--- src/rtl/lbm_node_scanner.sv ---
// lbm_node_scanner: raster-order lattice node sequencer for the LBM pipeline.
// Walks an NX-by-NY grid (x = row, y = column), emitting one node per accepted
// valid/ready beat with boundary classification flags aligned to x/y.
// Optional feature macro: LBM_MULTI_SWEEP_EN (repeat sweeps for num_sweeps
// timesteps, exposing the current sweep index).
module lbm_node_scanner #(
  parameter int NX         = 16,
  parameter int NY         = 16,
  parameter int X_WIDTH    = $clog2(NX),
  parameter int Y_WIDTH    = $clog2(NY),
  parameter int ADDR_WIDTH = $clog2(NX*NY)
) (
  input  logic                  clk,
  input  logic                  reset,
  input  logic                  start,
  input  logic                  abort,
  input  logic                  out_ready,
`ifdef LBM_MULTI_SWEEP_EN
  input  logic [15:0]           num_sweeps,
  output logic [15:0]           sweep,
`endif
  output logic                  out_valid,
  output logic [X_WIDTH-1:0]    x,
  output logic [Y_WIDTH-1:0]    y,
  output logic [ADDR_WIDTH-1:0] addr,
  output logic                  lid,
  output logic                  bottom_wall,
  output logic                  left_wall,
  output logic                  right_wall,
  output logic                  corner,
  output logic                  interior,
  output logic                  busy,
  output logic                  done
);

  typedef enum logic {IDLE, SCAN} state_t;

  localparam logic [X_WIDTH-1:0] X_LAST = X_WIDTH'(NX - 1);
  localparam logic [Y_WIDTH-1:0] Y_LAST = Y_WIDTH'(NY - 1);

  state_t                r_state;
  state_t                w_next_state;
  logic [X_WIDTH-1:0]    r_x;
  logic [Y_WIDTH-1:0]    r_y;
  logic [ADDR_WIDTH-1:0] r_addr;
  logic                  r_done;

  logic w_scan;
  logic w_accept;
  logic w_last_node;
  logic w_final;

`ifdef LBM_MULTI_SWEEP_EN
  logic [15:0] r_sweep;
  logic [15:0] r_sweep_last;
`endif

  assign w_scan      = (r_state == SCAN);
  assign w_accept    = w_scan && out_ready;
  assign w_last_node = (r_x == X_LAST) && (r_y == Y_LAST);
`ifdef LBM_MULTI_SWEEP_EN
  assign w_final     = w_last_node && (r_sweep == r_sweep_last);
`else
  assign w_final     = w_last_node;
`endif

  // State register.
  always_ff @(posedge clk) begin
    if (reset) r_state <= IDLE;
    else       r_state <= w_next_state;
  end

  // Next-state logic; abort takes precedence over a simultaneous accept.
  always_comb begin
    w_next_state = r_state;
    case (r_state)
      IDLE: if (start) w_next_state = SCAN;
      SCAN: begin
        if (abort)                    w_next_state = IDLE;
        else if (w_accept && w_final) w_next_state = IDLE;
      end
      default: w_next_state = IDLE;
    endcase
  end

  // Coordinate/address counters, sweep tracking and the done pulse.
  always_ff @(posedge clk) begin
    if (reset) begin
      r_x    <= '0;
      r_y    <= '0;
      r_addr <= '0;
      r_done <= 1'b0;
`ifdef LBM_MULTI_SWEEP_EN
      r_sweep      <= '0;
      r_sweep_last <= '0;
`endif
    end else begin
      r_done <= w_accept && !abort && w_final;
      if (!w_scan || abort) begin
        r_x    <= '0;
        r_y    <= '0;
        r_addr <= '0;
`ifdef LBM_MULTI_SWEEP_EN
        r_sweep <= '0;
        if (!w_scan && start)
          r_sweep_last <= (num_sweeps == 16'd0) ? 16'd0 : num_sweeps - 16'd1;
`endif
      end else if (w_accept) begin
        if (w_last_node) begin
          // End of a sweep: rewind with no bubble; a non-final sweep keeps SCAN.
          r_x    <= '0;
          r_y    <= '0;
          r_addr <= '0;
`ifdef LBM_MULTI_SWEEP_EN
          r_sweep <= w_final ? 16'd0 : r_sweep + 16'd1;
`endif
        end else if (r_y == Y_LAST) begin
          r_y    <= '0;
          r_x    <= r_x + X_WIDTH'(1);
          r_addr <= r_addr + ADDR_WIDTH'(1);
        end else begin
          r_y    <= r_y + Y_WIDTH'(1);
          r_addr <= r_addr + ADDR_WIDTH'(1);
        end
      end
    end
  end

  // Outputs: everything forced to zero outside SCAN; flags decoded from registered x/y.
  always_comb begin
    out_valid   = w_scan;
    busy        = w_scan;
    done        = r_done;
    x           = w_scan ? r_x    : '0;
    y           = w_scan ? r_y    : '0;
    addr        = w_scan ? r_addr : '0;
    lid         = w_scan && (r_x == X_LAST);
    bottom_wall = w_scan && (r_x == '0);
    left_wall   = w_scan && (r_y == '0);
    right_wall  = w_scan && (r_y == Y_LAST);
    corner      = (lid && bottom_wall) || (lid && left_wall) || (lid && right_wall) ||
                  (bottom_wall && left_wall) || (bottom_wall && right_wall) ||
                  (left_wall && right_wall);
    interior    = w_scan && !(lid || bottom_wall || left_wall || right_wall);
`ifdef LBM_MULTI_SWEEP_EN
    sweep       = w_scan ? r_sweep : '0;
`endif
  end

endmodule

--- config.mk ---
export PLATFORM = sky130hd
export DESIGN_NAME = lbm_node_scanner
export DESIGN_NICKNAME = d
export VERILOG_FILES = /design/src/rtl/lbm_node_scanner.sv
export SDC_FILE = /design/constraint.sdc
export NUM_CORES = 1
export LEC_CHECK = 0
export CELL_PAD_IN_SITES_DETAIL_PLACEMENT = 2
export CELL_PAD_IN_SITES_GLOBAL_PLACEMENT = 2
export CORE_UTILIZATION = 24
export CTS_BUF_LIST = sky130_fd_sc_hd__clkbuf_4 sky130_fd_sc_hd__clkbuf_8 sky130_fd_sc_hd__clkbuf_16
export DETAILED_ROUTE_END_ITERATION = 10
export GPL_ROUTABILITY_DRIVEN = 0
export MAX_ROUTING_LAYER = met4
export PLACE_DENSITY = 0.76
export SLEW_MARGIN = 20
export SYNTH_ARGS = -nofsm -noshare
export SYNTH_HDL_FRONTEND = slang
export SYNTH_SLANG_ARGS = --single-unit
--- constraint.sdc ---
create_clock -name clk -period 1.6 [get_ports clk]
set_input_delay 0.32 -clock clk [delete_from_list [all_inputs] [get_ports clk]]
set_output_delay 0.32 -clock clk [all_outputs]
set_load 0.05 [all_outputs]
==> flow_metrics.env, run 1 <==
export IMPL_status="finished, violations left"
export IMPL_violations="setup timing"
export IMPL_synth_edf_count=0
export IMPL_fin_skew_ps=6.62
export IMPL_via_count=1311
export IMPL_critPathRequiredTime_ps=1280
export IMPL_num_rows=24
export IMPL_hold_viol_final=0
export IMPL_core_area_sq_um=4410
export IMPL_reg2reg_to="r_addr[6]"
export IMPL_fin_crit_sh=1.21
export IMPL_endpoint_kind="output pin"
export IMPL_rr_startpoint="r_y[0]"
export IMPL_place_ws_ps=-277
export IMPL_worstPathArrival_ps=1620
export IMPL_grt_pass1_wl_mm=8.42
export IMPL_p_leak_nw=0.839
export IMPL_hp_class="reg -> reg"
export IMPL_ys_flop_type="dfxtp_1"
export IMPL_die_y_um=70
export IMPL_antenna_found_initial=0
export IMPL_r2r_cells=7
export IMPL_synth_top_area_cell="dfxtp_1"
export IMPL_hold_start="r_addr[7]"
export IMPL_clockBufferDepth=2
export IMPL_whs_path_depth=2
export IMPL_async_flop_share=0
export IMPL_clock_latency_ps=270
export IMPL_finish_utilization=0.507
export IMPL_max_freq_mhz=515
export IMPL_max_stage_delay_ps=380
export IMPL_cts_tree="yes"
export IMPL_ys_seq_area_frac=0.325
export IMPL_ys_ff_latch=18
export IMPL_vias_per_cell=5.20
export IMPL_yosysWarnings=0
export IMPL_drt_iter0_drc=57
export IMPL_gr_total_overflow=0
export IMPL_port_buffers=29
export IMPL_place_inst=238
export IMPL_totalWireLength_mm=5.58
export IMPL_rsz0062_at_grt="true"
export IMPL_yosysTopAreaCellShare=0.325
export IMPL_synth_area_sq_um=1110
export IMPL_critPathLaunchType="flip-flop"
export IMPL_finalWorstSetupSlack_ps=-340
export IMPL_drcViolationCount=0
export IMPL_area_growth_pct=102
export IMPL_cts_sinks=18
export IMPL_clk_pin_slew_worst_paths_ps=80
export IMPL_syn_inst=139
export IMPL_worstSetupPathType="reg -> out"
export IMPL_layout_drive_gt1_share=0.540
export IMPL_synth_fp_nets=149
export IMPL_grt_pass1_vias=1539
export IMPL_drt_pass1_iter_count=4
export IMPL_hpwlAfterDp_mm=3.38
export IMPL_max_slew_margin=0.793
export IMPL_cap_viol_max_count=0
export IMPL_grt_max_degree=12
export IMPL_stdcell_area_sq_um=2240
export IMPL_postPlaceCellArea_sq_um=1900
export IMPL_crit_path_top_delay_cell="dfxtp_4"
export IMPL_cts_root_buf="clkbuf_8"
export IMPL_antenna_cells=0
export IMPL_setup_viol=8
export IMPL_synth_area_leaders="dfxtp_1 32%, and2_1 9.0%, a21oi_1 6.8%"
export IMPL_drv_slew=0
export IMPL_die_x_um=70
export IMPL_cts_buffers=3
export IMPL_ys_types=37
export IMPL_ir_drop_mv=0.377
export IMPL_holdPathEnd="r_addr[7]"
export IMPL_fin_nets=211
export IMPL_power_density_nw_per_um2=489
export IMPL_h_tree_depth=1
export IMPL_start_util=0.251
export IMPL_cp_cell_sequence="inv_4, ha_4, nor3b_4, o21ai_4, buf_4, a21oi_4, buf_12"
export IMPL_syn_avg_cell_area_sq_um=7.98
export IMPL_track_usage=0.231
export IMPL_antenna_left=0
export IMPL_wl_per_cell_um=22.2
export IMPL_die_area_sq_um=4900
export IMPL_stdcell_count=252
export IMPL_regToRegSetupSlack_ps=-40
export IMPL_crit_path_max_fanout=4
export IMPL_pin_count=30
export IMPL_min_period_ps=1940
export IMPL_worst_pin_slew_ps=308
## state kept, by name (all words and copies together) (netlist names)
| name | flops |
|---|---|
| r_y | 4 |
| r_x | 4 |
| r_addr | 8 |
| done | 1 |
| busy | 1 |
## routing by layer
layer / global-route usage / routed length, um
met1: 0.239 / 2190
met2: 0.427 / 3040
met3: 0.0361 / 157
met4: 0.100 / 193
met5: - / 0
## through the flow
step	total power, mW	TNS (ps)	hold WS (ps)
2_1_floorplan	0.560	-3.91	397
3_3_place_gp	0.646	-999	464
3_5_place_dp	0.655	-3040	496
4_1_cts	1.08	-979	507
5_1_grt	1.12	-1330	554
6_report	1.09	-1040	524
## report_power, final
part | switching, mW | total (mW) | internal [mW]
Sequential | 0.0125 | 0.456 | 0.444
Combinational | 0.115 | 0.229 | 0.113
Clock | 0.190 | 0.410 | 0.220
Total | 0.318 | 1.09 | 0.777
## critical path: cells and delay by family, from the launching register on
kind | cells | cell delay (ps)
flops | 1 | 380
buf+inv | 3 | 370
simple gates | 1 | 270
fa+ha+maj | 1 | 120
compound gates | 2 | 210
## Yosys cell counts, types with 2 or more instances
library cell  instances
o31ai_1               3
dfxtp_1              18
ha_1                  5
buf_6                 3
o21ai_0               7
buf_4                 2
and2_1               16
nor2_1                4
o22ai_1               2
nand3_1               8
nand4_1               3
nand2_1              13
clkbuf_1              3
or3_1                 4
or4_1                 3
inv_1                10
a21oi_1              15
## cell type report
cell class | count | area [sq um]
Sequential cell | 18 | 383
Clock buffer | 4 | 55.1
Timing Repair Buffer | 66 | 852
Inverter | 10 | 47.5
Tap cell | 52 | 65.1
Multi-Input combinational cell | 102 | 835
Fill cell | 437 | 2180
## worst max-delay path by stage
stage	start	endpoint	slack (ps)
final	r_y[0]	corner	-340
after global routing	r_y[0]	corner	-370
after CTS	r_y[0]	interior	-330
after detailed placement	out_ready	r_x[2]	-280
after global placement	out_ready	r_x[3]	-150
after floorplan	r_y[1]	interior	-4
## cells in the final DEF (no fill, tap or decap), types with 2 or more instances in the layout
cell              n
nand4_1           3
a21oi_2           2
clkdlybuf4s50_1   3
nand3_1           7
inv_2             2
clkbuf_8          4
or3_1             4
inv_1             4
buf_6             6
dfxtp_2           3
buf_12           26
nor2_1            3
nand3_4           2
buf_4            30
o21ai_0           6
and2_1           14
dfxtp_1          10
dfxtp_4           5
inv_4             4
or4_4             2
o22ai_1           2
and3_4            2
nand2_1          12
a21oi_4           2
and2_4            2
ha_4              4
a21oi_1          11
## repair_timing
action                     CTS  global route
pin swaps                    5             9
setup endpoints to repair   17            20
gates resized for setup     27            27
hold buffers                 0             0
buffers inserted            10             2
## cells by family after synthesis
kind of cell | share of synthesized area
AO/OA/AOI/OAI | 0.169
XOR/XNOR | 0.00789
adder cells (fa/ha/maj) | 0.0564
buffers and inverters | 0.0924
flip-flops | 0.325
AND/OR/NAND/NOR | 0.350
No activity file was read; power rests on OpenSTA's default activity.
==> inputs of run 2 (changes only) <==
--- a/config.mk
+++ b/config.mk
@@ -13,6 +13,7 @@
 export GPL_ROUTABILITY_DRIVEN = 0
 export MAX_ROUTING_LAYER = met4
 export PLACE_DENSITY = 0.76
+export SKIP_CTS_REPAIR_TIMING = 1
 export SLEW_MARGIN = 20
 export SYNTH_ARGS = -nofsm -noshare
 export SYNTH_HDL_FRONTEND = slang
==> flow_metrics.env, run 2 (same netlist as run 1, synthesis figures left out) <==
export IMPL_rr_startpoint="r_y[0]"
export IMPL_max_stage_delay_ps=370
export IMPL_worst_pin_slew_ps=301
export IMPL_totalWireLength_mm=5.02
export IMPL_top_register="r_addr"
export IMPL_nFillCells=445
export IMPL_drcViolationCount=0
export IMPL_regArea_sq_um=383
export IMPL_core_area_sq_um=4410
export IMPL_ir_drop_mv=0.263
export IMPL_p_comb_frac=0.202
export IMPL_critPathBufInv=2
export IMPL_cpLargestDelayFamily="simple AND/OR/NAND/NOR gates"
export IMPL_hp_class="reg -> reg"
export IMPL_multi_input_area_sq_um=748
export IMPL_hold_start="r_addr[7]"
export IMPL_layout_drive_gt1_share=0.482
export IMPL_num_rows=24
export IMPL_die_area_sq_um=4900
export IMPL_port_buffers=29
export IMPL_p_sw_mw=0.296
export IMPL_clk_pin_slew_worst_paths_ps=80
export IMPL_worstSetupPathType="reg -> out"
export IMPL_fin_nets=210
export IMPL_grt_pass1_vias=1392
export IMPL_start_util=0.251
export IMPL_holdWs_ps=513
export IMPL_hpwlAfterDp_mm=3.38
export IMPL_via_count=1297
export IMPL_clkPwrFrac=0.374
export IMPL_area_growth_pct=90.3
export IMPL_status="finished, violations left"
export IMPL_wl_per_cell_um=20.0
export IMPL_reg_top3="r_addr (8), r_x (4), r_y (4)"
export IMPL_crit_start="r_y[0]"
export IMPL_stdcell_count=251
export IMPL_critPathLaunchType="flip-flop"
export IMPL_rsz0062_at_grt="true"
export IMPL_max_slew_margin=0.798
export IMPL_intPower_mw=0.765
export IMPL_cts_buffers=3
export IMPL_swShare=0.279
export IMPL_pwr_share_seq=0.424
export IMPL_final_common_cell="buf_4"
export IMPL_setup_viol=5
export IMPL_cp_cell_sequence="buf_6, ha_4, and3_4, o21ai_4, and4_4, buf_12"
export IMPL_track_usage=0.200
export IMPL_critPathRequiredTime_ps=1280
export IMPL_die_y_um=70
export IMPL_hold_viol_final=0
export IMPL_vias_per_cell=5.17
export IMPL_final_cell_mix="31 x buf_4, 24 x buf_12, 15 x and2_1"
export IMPL_cap_viol_max_count=0
export IMPL_clockBufferDepth=2
export IMPL_power_total_mw=1.06
export IMPL_max_freq_mhz=517
export IMPL_clock_latency_ps=270
export IMPL_largest_reg_flops=8
export IMPL_finalSetupTns_ps=-954
export IMPL_pin_count=30
export IMPL_cts_sinks=18
export IMPL_drv_slew=0
export IMPL_fin_skew_ps=4.63
export IMPL_crit_path_top_delay_cell="dfxtp_4"
export IMPL_p_leak_nw=0.805
export IMPL_grt_pass1_wl_mm=7.38
export IMPL_violations="setup timing"
export IMPL_gr_total_overflow=0
export IMPL_power_density_nw_per_um2=502
export IMPL_h_tree_depth=1
export IMPL_min_period_ps=1930
export IMPL_worstPathArrival_ps=1610
export IMPL_die_x_um=70
export IMPL_drt_iter0_drc=53
export IMPL_stdcell_area_sq_um=2110
export IMPL_cts_root_buf="clkbuf_8"
export IMPL_place_inst=238
export IMPL_fin_crit_sh=1.21
export IMPL_finish_utilization=0.478
export IMPL_endpoint_kind="output pin"
export IMPL_drt_pass1_iter_count=4
export IMPL_place_ws_ps=-277
export IMPL_postPlaceCellArea_sq_um=1900
export IMPL_finalWorstSetupSlack_ps=-335
export IMPL_antenna_found_initial=0
export IMPL_grt_max_degree=23
export IMPL_crit_path_max_fanout=5
export IMPL_antenna_left=0
export IMPL_antenna_cells=0
export IMPL_cts_tree="yes"
run 2: changes by cell type in the layout (fill, tap and decap cells not counted), moves of 2 or more:
cell and change:
and2_4 -2, buf_12 -2, inv_1 +3, inv_4 -4, o31ai_1 +2
run 2: routing by layer:
layer,vias to the layer above,wire length (um),track usage
met5,-,0,-
met4,0,55,0.0467
met3,7,137,0.0332
met2,27,2850,0.388
met1,654,1970,0.207
li1,609,-,-
run 2: cell type report:
| type | count | share of cell area |
|---|---|---|
| multi-input combinational | 102 | 0.354 |
| inverter | 10 | 0.0178 |
| tap | 52 | 0.0308 |
| sequential | 18 | 0.181 |
| clock buffer | 4 | 0.0261 |
| timing repair buffer | 65 | 0.390 |
run 2: tightest hold or removal path, stage by stage (launching register included):
cell and delay (ps):
dfxtp_1 330, o31ai_1 70, a21oi_1 60
run 2: power groups by stage:
stage / clock network (mW) / registers, mW / logic [mW]
2_1_floorplan: 0 / 0.470 / 0.0902
4_1_cts: 0.406 / 0.466 / 0.179
3_3_place_gp: 0 / 0.475 / 0.171
5_1_grt: 0.419 / 0.450 / 0.224
3_5_place_dp: 0 / 0.477 / 0.178
6_report: 0.397 / 0.450 / 0.215
run 2: worst paths after layout:
| path | cells past startpoint | slack (ps) | to |
|---|---|---|---|
| worst max-delay path | 6 | -330 | interior |
| worst min-delay path | 2 | 510 | r_addr[7] |
| worst max register to register | 6 | 10 | r_x[2] |
| worst min register to register | 2 | 510 | r_addr[7] |
